==> src/rtl/alu_execute_stage.sv <==
// Two-stage execute stage: operand latch plus ALU drive, then a registered result
// toward writeback. Arithmetic shift and the two compares are resolved here, not in the ALU.
module alu_execute_stage #(
    parameter int XLEN       = 32,
    parameter int REG_ADDR_W = 4
) (
    input  logic                  clk,
    input  logic                  rst_n,
    input  logic                  flush,
    input  logic                  in_valid,
    output logic                  in_ready,
    input  logic [3:0]            in_op,
    input  logic [XLEN-1:0]       in_rs1_value,
    input  logic [XLEN-1:0]       in_rs2_value,
    input  logic [XLEN-1:0]       in_imm,
    input  logic                  in_use_imm,
    input  logic [REG_ADDR_W-1:0] in_rd,
    output logic [XLEN-1:0]       alu_a,
    output logic [XLEN-1:0]       alu_b,
    output logic [3:0]            alu_operation,
    input  logic [XLEN-1:0]       alu_result,
    output logic                  out_valid,
    input  logic                  out_ready,
    output logic [REG_ADDR_W-1:0] out_rd,
    output logic [XLEN-1:0]       out_value,
    output logic                  out_write_enable,
    output logic [31:0]           retired_count
);

    localparam logic [3:0] OP_NONE = 4'd0;
    localparam logic [3:0] OP_SLL  = 4'd6;
    localparam logic [3:0] OP_SRL  = 4'd7;
    localparam logic [3:0] OP_SRA  = 4'd8;
    localparam logic [3:0] OP_LT   = 4'd9;
    localparam logic [3:0] OP_LTU  = 4'd10;

    logic                  s1_valid;
    logic [3:0]            s1_op;
    logic [XLEN-1:0]       s1_a;
    logic [XLEN-1:0]       s1_b;
    logic [REG_ADDR_W-1:0] s1_rd;
    logic                  s2_valid;
    logic [3:0]            s2_op;

    logic            s2_free;
    logic            s1_advance;
    logic            in_fire;
    logic            out_fire;
    logic [XLEN-1:0] b_sel;
    logic [XLEN-1:0] b_latched;
    logic [XLEN-1:0] result;

    assign s2_free    = !s2_valid | out_ready;
    assign s1_advance = s1_valid & s2_free;
    assign in_ready   = rst_n & !flush & (!s1_valid | s2_free);
    assign in_fire    = in_valid & in_ready;
    assign out_fire   = s2_valid & out_ready;

    // Shift amounts are trimmed to five bits once, at latch time.
    always_comb begin
        b_sel     = in_use_imm ? in_imm : in_rs2_value;
        b_latched = b_sel;
        if (in_op == OP_SLL || in_op == OP_SRL || in_op == OP_SRA)
            b_latched = {{(XLEN-5){1'b0}}, b_sel[4:0]};
    end

    assign alu_a = s1_a;
    assign alu_b = s1_b;

    always_comb begin
        alu_operation = OP_NONE;
        if (s1_valid && !(s1_op inside {OP_SRA, OP_LT, OP_LTU}))
            alu_operation = s1_op;
    end

    always_comb begin
        result = alu_result;
        case (s1_op)
            OP_NONE: result = '0;
            OP_SRA:  result = $signed(s1_a) >>> s1_b[4:0];
            OP_LT:   result = {{(XLEN-1){1'b0}}, $signed(s1_a) < $signed(s1_b)};
            OP_LTU:  result = {{(XLEN-1){1'b0}}, s1_a < s1_b};
            default: result = alu_result;
        endcase
    end

    always_ff @(posedge clk or negedge rst_n) begin
        if (!rst_n) begin
            s1_valid <= 1'b0;
            s1_op    <= OP_NONE;
            s1_a     <= '0;
            s1_b     <= '0;
            s1_rd    <= '0;
        end else if (flush) begin
            s1_valid <= 1'b0;
        end else if (in_fire) begin
            s1_valid <= 1'b1;
            s1_op    <= in_op;
            s1_a     <= in_rs1_value;
            s1_b     <= b_latched;
            s1_rd    <= in_rd;
        end else if (s1_advance) begin
            s1_valid <= 1'b0;
        end
    end

    always_ff @(posedge clk or negedge rst_n) begin
        if (!rst_n) begin
            s2_valid  <= 1'b0;
            s2_op     <= OP_NONE;
            out_value <= '0;
            out_rd    <= '0;
        end else if (flush) begin
            s2_valid <= 1'b0;
        end else if (s1_advance) begin
            s2_valid  <= 1'b1;
            s2_op     <= s1_op;
            out_value <= result;
            out_rd    <= s1_rd;
        end else if (out_ready) begin
            s2_valid <= 1'b0;
        end
    end

    // Handshakes in a flush cycle still retire; the counter wraps naturally.
    always_ff @(posedge clk or negedge rst_n) begin
        if (!rst_n)
            retired_count <= '0;
        else if (out_fire)
            retired_count <= retired_count + 32'd1;
    end

    assign out_valid        = s2_valid;
    assign out_write_enable = s2_valid & (out_rd != '0) & (s2_op != OP_NONE);

endmodule
==> config.mk <==
export PLATFORM = sky130hd
export DESIGN_NAME = alu_execute_stage
export DESIGN_NICKNAME = d
export VERILOG_FILES = /design/src/rtl/alu_execute_stage.sv
export SDC_FILE = /design/constraint.sdc
export NUM_CORES = 1
export LEC_CHECK = 0
export ABC_AREA = 1
export BUFFER_PORTS_ARGS = -buffer_cell sky130_fd_sc_hd__buf_4
export CAP_MARGIN = 25
export CORE_MARGIN = 5
export CORE_UTILIZATION = 52
export CTS_CLUSTER_SIZE = 14
export DETAILED_ROUTE_END_ITERATION = 12
export HOLD_SLACK_MARGIN = 0.05
export PLACE_DENSITY = 0.84
export REMOVE_ABC_BUFFERS = 1
export SYNTH_ARGS = -nofsm -noshare
export SYNTH_HDL_FRONTEND = slang
export SYNTH_SLANG_ARGS = --single-unit
==> constraint.sdc <==
create_clock -name clk -period 2.7 [get_ports clk]
set_input_delay 0.135 -clock clk [delete_from_list [all_inputs] [get_ports clk]]
set_output_delay 0.135 -clock clk [all_outputs]
set_load 0.01 [all_outputs]
After elaboration in Yosys (flattened, before gate mapping):

Index checks and enable logic that the tools add are counted.

* bits in registers: 146
* input bits: 142
* logic and storage cells: 55

* add/sub/neg operators: 1
* magnitude comparators: 2
* eq/ne operators: 6
* shift-type cells: 1
* mux-type cells: 10
* bitwise gates (word level): 10
* reductions and logical operators: 15

Operator list (count)
* case mux 32 bit (4 select lines): 1
* < comparator 32 bit: 2
* 2-to-1 mux 32 bit: 2
* adder 32 x 1 -> 32 bit, second input constant: 1
* >>> shifter 32 x 5 -> 32 bit: 1
* == test 4 bit, second input constant: 4
* nonzero test 3 bit: 3
* == test 4 x 3 -> 1 bit, second input constant: 2
* nonzero test 4 bit: 2
* AND 1 bit: 7
* 2-to-1 mux 1 bit: 6
* logical NOT 1 bit: 4
* logical NOT 4 bit: 1
* 2-to-1 mux 4 bit: 1
* AND reduction 2 bit: 2
* logical OR 1 bit: 2
* OR 1 bit: 2
* logical AND 1 bit: 1
* inverter 1 bit: 1

Logic depth before layout (Yosys ltp):

Gate-level depths: netlist of run 1.

* word-level depth: 7
* gate-level depth with buffers: 20
* mapped depth without buffers: 17

Worst setup path before layout of run 1:

No wires, ideal clock.

* path type: reg2reg
* start: register s1_b[3] (netlist: alu_b[3])
* end: register out_value[0]
* library setup time: 0.116 ns
* data arrival time: 1.989 ns
* slack: 0.595 ns
* stages on the path, launching flop included: 17
* cell sequence: dfrtp_1 > inv_1 > clkbuf_1 > clkbuf_1 > ha_1 > a21oi_1 > nand2_1 > nand2_1 > nand2_1 > nand2_1 > nand2_1 > nand2_1 > nand3_1 > nand3_1 > nand2_1 > nand2_1 > nand2_1

* longest elaborated chain between the ends: 2
* elaborated cells between the ends (all ways): 4
* classes of those cells: order compare: 2; shift: 1; mux: 1

RTL lines
* from (decl): line 40 `logic [XLEN-1:0] s1_b;`
* from (signal assigned): line 100 `s1_b <= b_latched;`
* < comparator 32 bit (tied with other cells): line 82 `OP_LTU: result = {{(XLEN-1){1'b0}}, s1_a < s1_b};`
* case mux 32 bit (4 select lines) *: line 78 `case (s1_op)`
* to (signal assigned): line 118 `out_value <= result;`
* to (decl): line 25 `output logic [XLEN-1:0] out_value,`

Mark *: on every way between the ends. The rest lies on a longest branch, timed or not.
A chain may end at the register's enable or synchronous reset.

Worst setup path after layout of run 1:

* start: register s2_valid (netlist: out_valid)
* end: register s1_b[3] (netlist: alu_b[3])

* longest elaborated chain between the ends: 6

RTL lines
* from (decl): line 42 `logic s2_valid;`
* from (signal assigned): line 109 `s2_valid <= 1'b0;`
* from (signal assigned): line 114 `s2_valid <= 1'b0;`
* from (signal assigned): line 116 `s2_valid <= 1'b1;`
* logical NOT 1 bit: line 53 `assign s2_free = !s2_valid | out_ready;`
* OR 1 bit: line 53
* OR 1 bit: line 55 `assign in_ready = rst_n & !flush & (!s1_valid | s2_free);`
* AND 1 bit: line 55
* AND 1 bit: line 56 `assign in_fire = in_valid & in_ready;`
* AND reduction 2 bit (no line)

Every way passes these cells.

==> impl_metrics.py, run 1 <==
metrics = {
    "drt": {
        "dr.pass1.iters": 5,
        "wl_per_cell_um": 16.65,
        "drtIter0Drc": 723,
        "routed_wl_um": 30700,
        "drcViolationCount": 0,
        "route.met2.wl_um": 15100,
        "viasPerCell": 5.388,
        "met3_length_um": 2278,
        "ant_nets": 0,
        "top_layer": "met4",
        "wl_met1_um": 12320,
        "vias": 9931,
    },
    "synth": {
        "yosysSeqAreaShare_pct": 40.66,
        "synth-edff-count": 0,
        "yosysMostFrequentCell": "nand2_1",
        "syn_inst": 1254,
        "async_reset_ff_share_pct": 100.0,
        "yosys_warnings": 0,
        "ys_types": 37,
        "ys_ff_latch": 146,
        "avgSynthCellArea_um2": 7.166,
        "synth_ff_type": "dfrtp_1",
        "synth_top_area_cell": "dfrtp_1",
        "synth_top_area_share_pct": 40.66,
        "synth.top_cells.by_count": "nand2_1, dfrtp_1, inv_1, o21ai_0, nand3_1",
        "netlist_area_um2": 8986,
        "synthTopCellsByArea": "dfrtp_1, nand2_1, o21ai_0, inv_1, nand3_1",
    },
    "timing": {
        "final.setup.tns_ns": 0,
        "hold_viol_final": 0,
        "rsz0062_at_grt": "false",
        "worst_slew_pin_slew_ns": 0.8357,
        "fin_crit_sh_pct": 90.53,
        "slew_violations": 0,
        "finClkSkew_ns": 0.006726,
        "post-route-min-period_ns": 2.444,
        "slew_headroom_pct": 44.29,
        "max_freq_ghz": 0.4091,
        "finalSetupViolCount": 0,
    },
    "clock_tree": {
        "cts-root-buf": "clkbuf_16",
        "cts_tree": "done",
        "numCtsBuffers": 17,
        "cts.sink_count": 146,
        "clk_pin_slew_ns": 0.06,
        "clock_tree.buffer_depth": 2,
        "clkLatencyLatePin_ns": 0.42,
        "postCtsSetupBuffers": 0,
        "htree_levels": 4,
    },
    "run": {
        "maxCapViolCount": 0,
    },
    "layout": {
        "layout.area.seq_um2": 3654,
        "antennaDiodeCount": 0,
        "fin_area_um2": 12870,
        "fillers": 1221,
        "nets": 1779,
        "multi_input_area_um2": 4586,
        "drive_above_1_share_pct": 21.69,
        "syn2layout_area_growth_pct": 43.23,
    },
    "critical_path": {
        "slowest_stage": "dlygate4sd3_1",
        "end_kind": "register",
        "cp_cell_sequence": "inv_1 > nor2_1 > inv_1 > nor2_1 > inv_1 > nand3b_1 > inv_1 > nand2_2 > inv_4 > o211ai_1 > dlygate4sd3_1 > o21ai_0",
        "cpMostUsedCell": "inv_1",
        "arrival_ns": 2.79,
        "slowest_delay_ns": 0.60,
        "crit_fanout": 60,
        "crit_type": "reg -> reg",
        "start_kind": "register",
        "cp.required_ns": 3.04,
    },
    "placement": {
        "placed_area_um2": 11250,
        "hpwlAfterDp_um": 20600,
        "gp_congestion": 0.9140,
        "port_buffers": 280,
    },
    "floorplanning": {
        "start_util_pct": 52.50,
        "dieArea_um2": 20010,
        "die_h_um": 141.5,
        "core_area_um2": 17120,
        "ios": 281,
        "die_w_um": 141.5,
        "num_rows": 48,
    },
    "min_path": {
        "min_path_type": "in -> reg",
    },
    "grt": {
        "grt_pass1_wl_um": 49680,
        "overflow": 0,
        "grt_max_degree": 86,
        "grtUsageTotal_pct": 30.49,
        "antenna_found_initial": 0,
        "first_global_vias": 9940,
    },
    "power": {
        "peakVddDrop_mv": 0.4899,
        "power.density_nw_per_um2": 658.0,
        "p_leak_nw": 6.666,
    },
    "outcome": {
        "status": "finished clean",
    },
}
## worst max-delay path: cells and delay by family (launching register included)
kind                   cells  cell delay (ns)
buffers and inverters      6             1.36
DFF                        1             0.42
and+or+nand+nor            4             0.29
AOI/OAI and AO/OA          2             0.24
## path summary, 6_finish.rpt
check | startpoint | end | slack, ns | cells after the start
min in group asynchronous | rst_n | retired_count[2] | 0.39 | 3
setup reg to reg | out_valid | alu_b[3] | 0.26 | 12
hold reg to reg | out_value[0] | out_value[0] | 0.48 | 2
setup / recovery | out_valid | alu_b[3] | 0.26 | 12
max in group asynchronous | rst_n | alu_b[27] | 1.64 | 3
hold / removal | in_rs2_value[27] | alu_b[27] | 0.06 | 3
## area by class of cell
class	instances	area share (%)
flip-flops and latches	146	28.39
inverters	126	3.694
repair buffers	402	25.67
multi-input cells	912	35.63
clock buffers	19	3.441
clock inverters	13	0.9915
well taps	225	2.187
## placed cells by master (no fill, tap or decap), types with 6 or more instances in the layout
cell type,count
a21oi_1,85
buf_4,296
clkbuf_16,17
dfrtp_1,146
dlygate4sd3_1,103
ha_1,32
inv_1,124
nand2_1,392
nand3_1,86
nor2_1,68
nor3_1,16
nor4_1,6
o211ai_1,43
o21ai_0,106
o21ai_1,10
xor2_1,27
## power by group
| group | internal [W] | leakage (nW) | total (W) | switching, W |
|---|---|---|---|---|
| Combinational | 0.00139 | 4.62 | 0.00322 | 0.00184 |
| Clock | 0.00131 | 0.265 | 0.00231 | 0.00100 |
| Sequential | 0.00257 | 1.78 | 0.00294 | 0.000368 |
## state kept, by name, summed over array words and instances, names as in the netlist, 4 cells and up
name           cells
s1_op              4
alu_b             32
s2_op              4
s1_rd              4
alu_a             32
out_value         32
out_rd             4
retired_count     32
## repair_timing
item,CTS,global route
setup endpoints to repair,0,2
endpoints found under the hold margin,163,0
hold buffers,103,0
resized for setup,0,2
## metal layers
layer	vias to the layer above	global-route usage, %
li1	4795	-
met1	4616	38.15
met2	436	51.69
met3	84	6.707
met4	0	11.87
met5	-	0
## per-stage QoR
stage	hold WS (ns)	util, %	cells	worst slack (ns)	power [W]
2_1_floorplan	-0.1606	-	1184	-1.384	0.004580
3_5_place_dp	0.3193	65.71	1707	0.6005	0.005981
6_report	0.05813	75.20	1843	0.2557	0.008469
5_1_grt	0.07372	75.20	1843	0.08487	0.009011
3_3_place_gp	0.3183	65.71	1707	0.7502	0.005894
4_1_cts	0.05049	75.07	1842	0.04348	0.008406
## cell families after synthesis
group                      synth area share (%)
xor gates and xnor gates                  3.021
and+or+nand+nor                           27.79
DFF                                       40.66
buffers and inverters                     8.493
muxes                                    0.1114
AOI/OAI and AO/OA                         15.47
adders and majority gates                 4.456
Note: power is estimated with default switching activity, not from simulation.
==> run 2: changes to the inputs <==
--- a/config.mk
+++ b/config.mk
@@ -14,7 +14,6 @@
 export DETAILED_ROUTE_END_ITERATION = 12
 export HOLD_SLACK_MARGIN = 0.05
 export PLACE_DENSITY = 0.84
-export REMOVE_ABC_BUFFERS = 1
 export SYNTH_ARGS = -nofsm -noshare
 export SYNTH_HDL_FRONTEND = slang
 export SYNTH_SLANG_ARGS = --single-unit
==> run 2 against run 1 <==
Against the previous run: power grew 2.9%; first-iteration DRC count is 15% higher; worst hold slack improved by 0.014 ns; clock power rose by 8%; count of clock-buffer cells in the layout stayed put; wire length is 1.9% higher; cell count fell by 0.16%; highest routed layer unchanged.
==> impl_metrics.py, run 2 (same netlist as run 1, synthesis figures left out) <==
metrics = {
    "placement": {
        "port_buffers": 280,
        "hpwlAfterDp_um": 21680,
        "gp_congestion": 0.9201,
    },
    "drt": {
        "drcViolationCount": 0,
        "ant_nets": 0,
        "routed_wl_um": 31290,
        "dr.pass1.iters": 5,
        "wl_per_cell_um": 17.01,
        "viasPerCell": 5.461,
        "vias": 10050,
        "drtIter0Drc": 829,
    },
    "grt": {
        "grt_pass1_wl_um": 50090,
        "antenna_found_initial": 0,
        "grtUsageTotal_pct": 31.19,
        "overflow": 0,
        "first_global_vias": 9763,
        "grt_max_degree": 80,
    },
    "layout": {
        "final_cell_mix": "nand2_1, buf_4, dfrtp_1, inv_1, o21ai_0",
        "fin_util_pct": 75.54,
        "antennaDiodeCount": 0,
        "fillers": 1241,
        "multi_input_area_um2": 4586,
        "layout.cells.most_common": "nand2_1",
        "nets": 1777,
        "drive_above_1_share_pct": 21.61,
        "layout.area.seq_um2": 3654,
        "syn2layout_area_growth_pct": 43.89,
    },
    "run": {
        "maxCapViolCount": 0,
    },
    "floorplanning": {
        "num_rows": 48,
        "die_h_um": 141.5,
        "die_w_um": 141.5,
        "start_util_pct": 52.50,
        "dieArea_um2": 20010,
        "ios": 281,
        "core_area_um2": 17120,
    },
    "critical_path": {
        "slowest_stage": "dfrtp_1",
        "ff2ff_path_depth": 12,
        "cp.required_ns": 2.98,
        "end_kind": "register",
        "crit_type": "reg -> reg",
        "path_depth": 12,
        "slowest_delay_ns": 0.40,
        "start_kind": "register",
        "crit_buf_inv": 6,
        "crit_fanout": 53,
        "cpMostUsedCell": "inv_1",
        "arrival_ns": 2.46,
        "crit_family": "buffers and inverters",
        "r2r_slack_ns": 0.52,
        "cp_cell_sequence": "inv_1 > nor2_1 > inv_1 > nor2_1 > inv_1 > nand3b_1 > inv_1 > nand2_2 > inv_2 > buf_12 > o211ai_1 > o21ai_0",
    },
    "clock_tree": {
        "cts-root-buf": "clkbuf_16",
        "clock_tree.buffer_depth": 2,
        "post_cts_resized": 0,
        "cts_tree": "done",
        "clk_pin_slew_ns": 0.06,
        "cts.sink_count": 146,
        "clkLatencyLatePin_ns": 0.43,
        "htree_levels": 4,
        "numCtsBuffers": 17,
    },
    "power": {
        "combPwrFrac_pct": 37.2,
        "peakVddDrop_mv": 0.5189,
        "power.density_nw_per_um2": 673.9,
        "p_leak_nw": 6.714,
        "pwr-share-clk_pct": 28.7,
        "seqPwrFrac_pct": 34.1,
        "switchingPower_w": 0.003213,
        "netSwitchingFraction_pct": 36.88,
        "p_int_w": 0.005500,
    },
    "timing": {
        "slew_violations": 0,
        "slew_headroom_pct": 53.39,
        "rsz0062_at_grt": "false",
        "max_freq_ghz": 0.4590,
        "post-route-min-period_ns": 2.179,
        "fin_crit_sh_pct": 80.70,
        "hold_viol_final": 0,
        "finClkSkew_ns": 0.01165,
        "worst_slew_pin_slew_ns": 0.6992,
        "final.setup.tns_ns": 0,
        "finalSetupViolCount": 0,
    },
    "outcome": {
        "status": "finished clean",
    },
    "min_path": {
        "min_path_type": "in -> reg",
        "min_path_cells": 5,
    },
    "synth": {
        "synth_nets": 1428,
    },
}
run 2: cell count changes in the layout (fill, tap and decap cells not counted), moves of 2 or more:
cell and change:
clkinvlp_4 -5, clkinv_4 +4, bufinv_16 +3, dlygate4sd3_1 -2, buf_4 -3, inv_6 -3
run 2: per-layer routing:
metal  GRT usage, %  up-vias  wire length, µm
met5              0        -                0
met4          10.61        0              894
met3          6.505       74             2922
met2          51.72      546            15110
met1          40.91     4636            12360
li1               -     4793                -
run 2: cell type report:
| cell class | instances | share of cell area (%) |
|---|---|---|
| repair buffers | 400 | 25.68 |
| multi-input cells | 912 | 35.47 |
| inverters | 126 | 3.658 |
| flip-flops and latches | 146 | 28.26 |
| clock buffers | 19 | 3.348 |
| well taps | 225 | 2.177 |
| clock inverters | 12 | 1.413 |
run 2: stage by stage:
step	instance area, µm²	hold slack [ns]	worst slack (ns)	power, W	cells
final	12930	0.07255	0.5212	0.008713	1840
after global placement	11260	-0.01735	0.6294	0.005977	1706
after CTS	12900	0.05285	0.5513	0.008666	1839
after detailed placement	11280	-0.01670	0.5822	0.006044	1707
after global routing	12930	0.06795	0.3835	0.009240	1840
after floorplan	8986	-0.1606	0.5946	0.004672	1254
run 2: repair_timing:
item,4_1_cts,5_1_grt
setup buffers,0,0
endpoints found under the hold margin,119,0
hold buffers,101,0
endpoints found under the setup margin,0,0
run 2: worst paths after layout:
check | startpoint | end
min reg2reg | s1_op[3] | s1_op[3]
max reg2reg | out_valid | alu_b[0]
min in group asynchronous | rst_n | retired_count[9]
min | in_imm[3] | alu_b[3]
max in group asynchronous | rst_n | alu_a[22]
max | out_valid | alu_b[0]
run 2: power by group through the flow:
stage	Sequential [W]	Clock, W	Combinational [W]
final	0.00297	0.00250	0.00324
after global routing	0.00302	0.00262	0.00360
after detailed placement	0.00299	0	0.00306
after CTS	0.00295	0.00252	0.00319
after global placement	0.00299	0	0.00299
after floorplan	0.00304	0	0.00164
run 2: tightest hold or removal path, cell delays in order:
cell      delay [ns]
buf_4           0.09
inv_1           0.03
nand2_1         0.04
o211ai_1        0.08
o21ai_0         0.07
==> run 3: changes to the inputs <==
==> constraint.sdc (replaced) <==
create_clock -name clk -period 2.2 [get_ports clk]
set_input_delay 0.11 -clock clk [delete_from_list [all_inputs] [get_ports clk]]
set_output_delay 0.11 -clock clk [all_outputs]
set_load 0.01 [all_outputs]
==> run 3 against run 2 <==
Against the previous run: first-iteration DRC count shrank 4.6%; non-clock buffer count grew 25; sequential power grew 22%; clock power rose by 14%; core utilization grew 1.1 points; wire length grew 3.9%; combinational power grew 27%; register-to-register slack got worse by 0.29 ns; global-route usage grew 1.0 points; die area did not move; final area rose by 1.4%; largest power group unchanged; highest routed layer unchanged.
==> impl_metrics.py, run 3 (same netlist as run 1, synthesis figures left out) <==
metrics = {
    "outcome": {
        "status": "finished clean",
    },
    "drt": {
        "ant_nets": 0,
        "wl_per_cell_um": 17.42,
        "dr.pass1.iters": 5,
        "drcViolationCount": 0,
        "vias": 10270,
        "drtIter0Drc": 791,
        "routed_wl_um": 32520,
        "viasPerCell": 5.501,
    },
    "timing": {
        "final.setup.tns_ns": 0,
        "max_freq_ghz": 0.4937,
        "worst_slew_pin_slew_ns": 0.8220,
        "slew_violations": 0,
        "timing.final.ws_setup_ns": 0.1744,
        "slew_headroom_pct": 45.20,
        "hold_viol_final": 0,
        "fin_crit_sh_pct": 92.07,
        "finClkSkew_ns": 0.01496,
        "post-route-min-period_ns": 2.026,
        "rsz0062_at_grt": "false",
        "finalSetupViolCount": 0,
    },
    "critical_path": {
        "cp.required_ns": 2.55,
        "arrival_ns": 2.38,
        "end_kind": "register",
        "cp_cell_sequence": "dlygate4sd3_1 > buf_4 > inv_1 > nor4_1 > a31oi_2 > buf_6 > o211ai_1 > dlygate4sd3_1 > o21ai_0",
        "cpMostUsedCell": "dlygate4sd3_1",
        "r2r_slack_ns": 0.23,
        "start_kind": "input pin",
        "r2r-start": "out_valid",
        "slowest_stage": "dlygate4sd3_1",
        "ff2ff_path_depth": 10,
        "slowest_delay_ns": 0.60,
        "crit_fanout": 23,
        "worst_r2r_endpoint": "retired_count[31]",
        "crit_type": "in -> reg",
    },
    "clock_tree": {
        "htree_levels": 4,
        "cts-root-buf": "clkbuf_16",
        "cts.sink_count": 146,
        "clock_tree.buffer_depth": 2,
        "clk_pin_slew_ns": 0.07,
        "numCtsBuffers": 17,
        "clkLatencyLatePin_ns": 0.44,
        "cts_tree": "done",
    },
    "floorplanning": {
        "die_w_um": 141.5,
        "core_area_um2": 17120,
        "dieArea_um2": 20010,
        "num_rows": 48,
        "ios": 281,
        "start_util_pct": 52.50,
        "die_h_um": 141.5,
    },
    "layout": {
        "fillers": 1225,
        "layout.cells.most_common": "nand2_1",
        "drive_above_1_share_pct": 22.06,
        "final_cell_mix": "nand2_1, buf_4, dfrtp_1, inv_1, dlygate4sd3_1",
        "syn2layout_area_growth_pct": 45.91,
        "multi_input_area_um2": 4592,
        "nets": 1802,
        "layout.area.seq_um2": 3654,
    },
    "grt": {
        "first_global_vias": 10020,
        "grtUsageTotal_pct": 32.24,
        "overflow": 0,
        "grt_pass1_wl_um": 51740,
        "antenna_found_initial": 1,
        "grt_max_degree": 147,
    },
    "placement": {
        "pre_cts_ws_ns": 0.2473,
        "hpwlAfterDp_um": 21740,
        "gp_congestion": 0.9425,
        "port_buffers": 280,
    },
    "run": {
        "maxCapViolCount": 0,
    },
    "power": {
        "peakVddDrop_mv": 0.6510,
        "power.density_nw_per_um2": 806.2,
        "p_leak_nw": 6.781,
    },
    "min_path": {
        "min_path_type": "in -> reg",
        "min_from": "in_imm[0]",
        "worstHoldEndpoint": "alu_b[0]",
        "min_path_cells": 5,
    },
    "synth": {
        "synth_nets": 1428,
    },
}
## run 3: changes by cell type in the layout (fill, tap and decap cells not counted), sizes merged
cell         previous run  this run
inv                   127       130
dlygate4sd3           101       117
clkinv                  7         4
diode                   0         1
clkbuf                 19        18
clkinvlp                0         5
bufinv                  4         1
buf                   299       308
## run 3: report_power, final
group          internal [W]  switching [W]  total [W]
combinational       0.00177        0.00234    0.00411
clock               0.00160        0.00125    0.00285
sequential          0.00315       0.000465    0.00362
total               0.00652        0.00405     0.0106
## run 3: how the worst max path moves through the flow
stage	endpoint	depth (start not counted)	slack, ns	startpoint
after floorplan	out_value[0]	16	0.09	alu_b[3]
after global placement	alu_b[26]	6	0.32	in_op[3]
after detailed placement	retired_count[26]	9	0.25	retired_count[1]
after CTS	retired_count[26]	9	0.13	retired_count[1]
after global routing	out_value[0]	12	0.02	alu_a[21]
final	alu_b[27]	9	0.17	in_op[3]
## run 3: worst max-delay path: cells and delay by family
family	cells	cell delay [ns]
and+or+nand+nor	1	0.06
AOI/OAI and AO/OA	3	0.56
buffers and inverters	5	1.64
## run 3: final cells by class
| type | count | share of cell area (%) |
|---|---|---|
| Multi-Input combinational cell | 912 | 35.02 |
| Sequential cell | 146 | 27.87 |
| Timing Repair Buffer | 425 | 27.01 |
| Inverter | 126 | 3.607 |
| Clock buffer | 18 | 3.350 |
| Tap cell | 225 | 2.147 |
| Clock inverter | 14 | 0.9829 |
| Antenna cell | 1 | 0.01909 |
## run 3: what timing repair did
item                                   in CTS  in global routing
hold buffers                              117                  0
buffers inserted                            0                  1
endpoints found under the hold margin     252                  0
setup endpoints to repair                   0                  5
resized for setup                           0                  1
## run 3: per-layer routing
layer / up-vias / part of all wire (%) / GRT usage (%)
met4: 0 / 3.2 / 11.46
met1: 4813 / 40 / 40.92
met3: 82 / 8.2 / 6.707
li1: 4838 / - / -
met5: - / 0 / 0
met2: 538 / 49 / 54.80
## run 3: stage by stage
step	cells	utilization (%)	area (µm²)	hold slack (ns)	total power, W
6_report	1867	76.60	13110	0.04980	0.01057
4_1_cts	1865	76.51	13100	0.05250	0.01046
2_1_floorplan	1254	-	8986	-0.1856	0.005733
5_1_grt	1867	76.60	13110	0.08012	0.01118
3_3_place_gp	1715	66.28	11340	0.2956	0.007363
3_5_place_dp	1716	66.35	11360	0.3080	0.007469
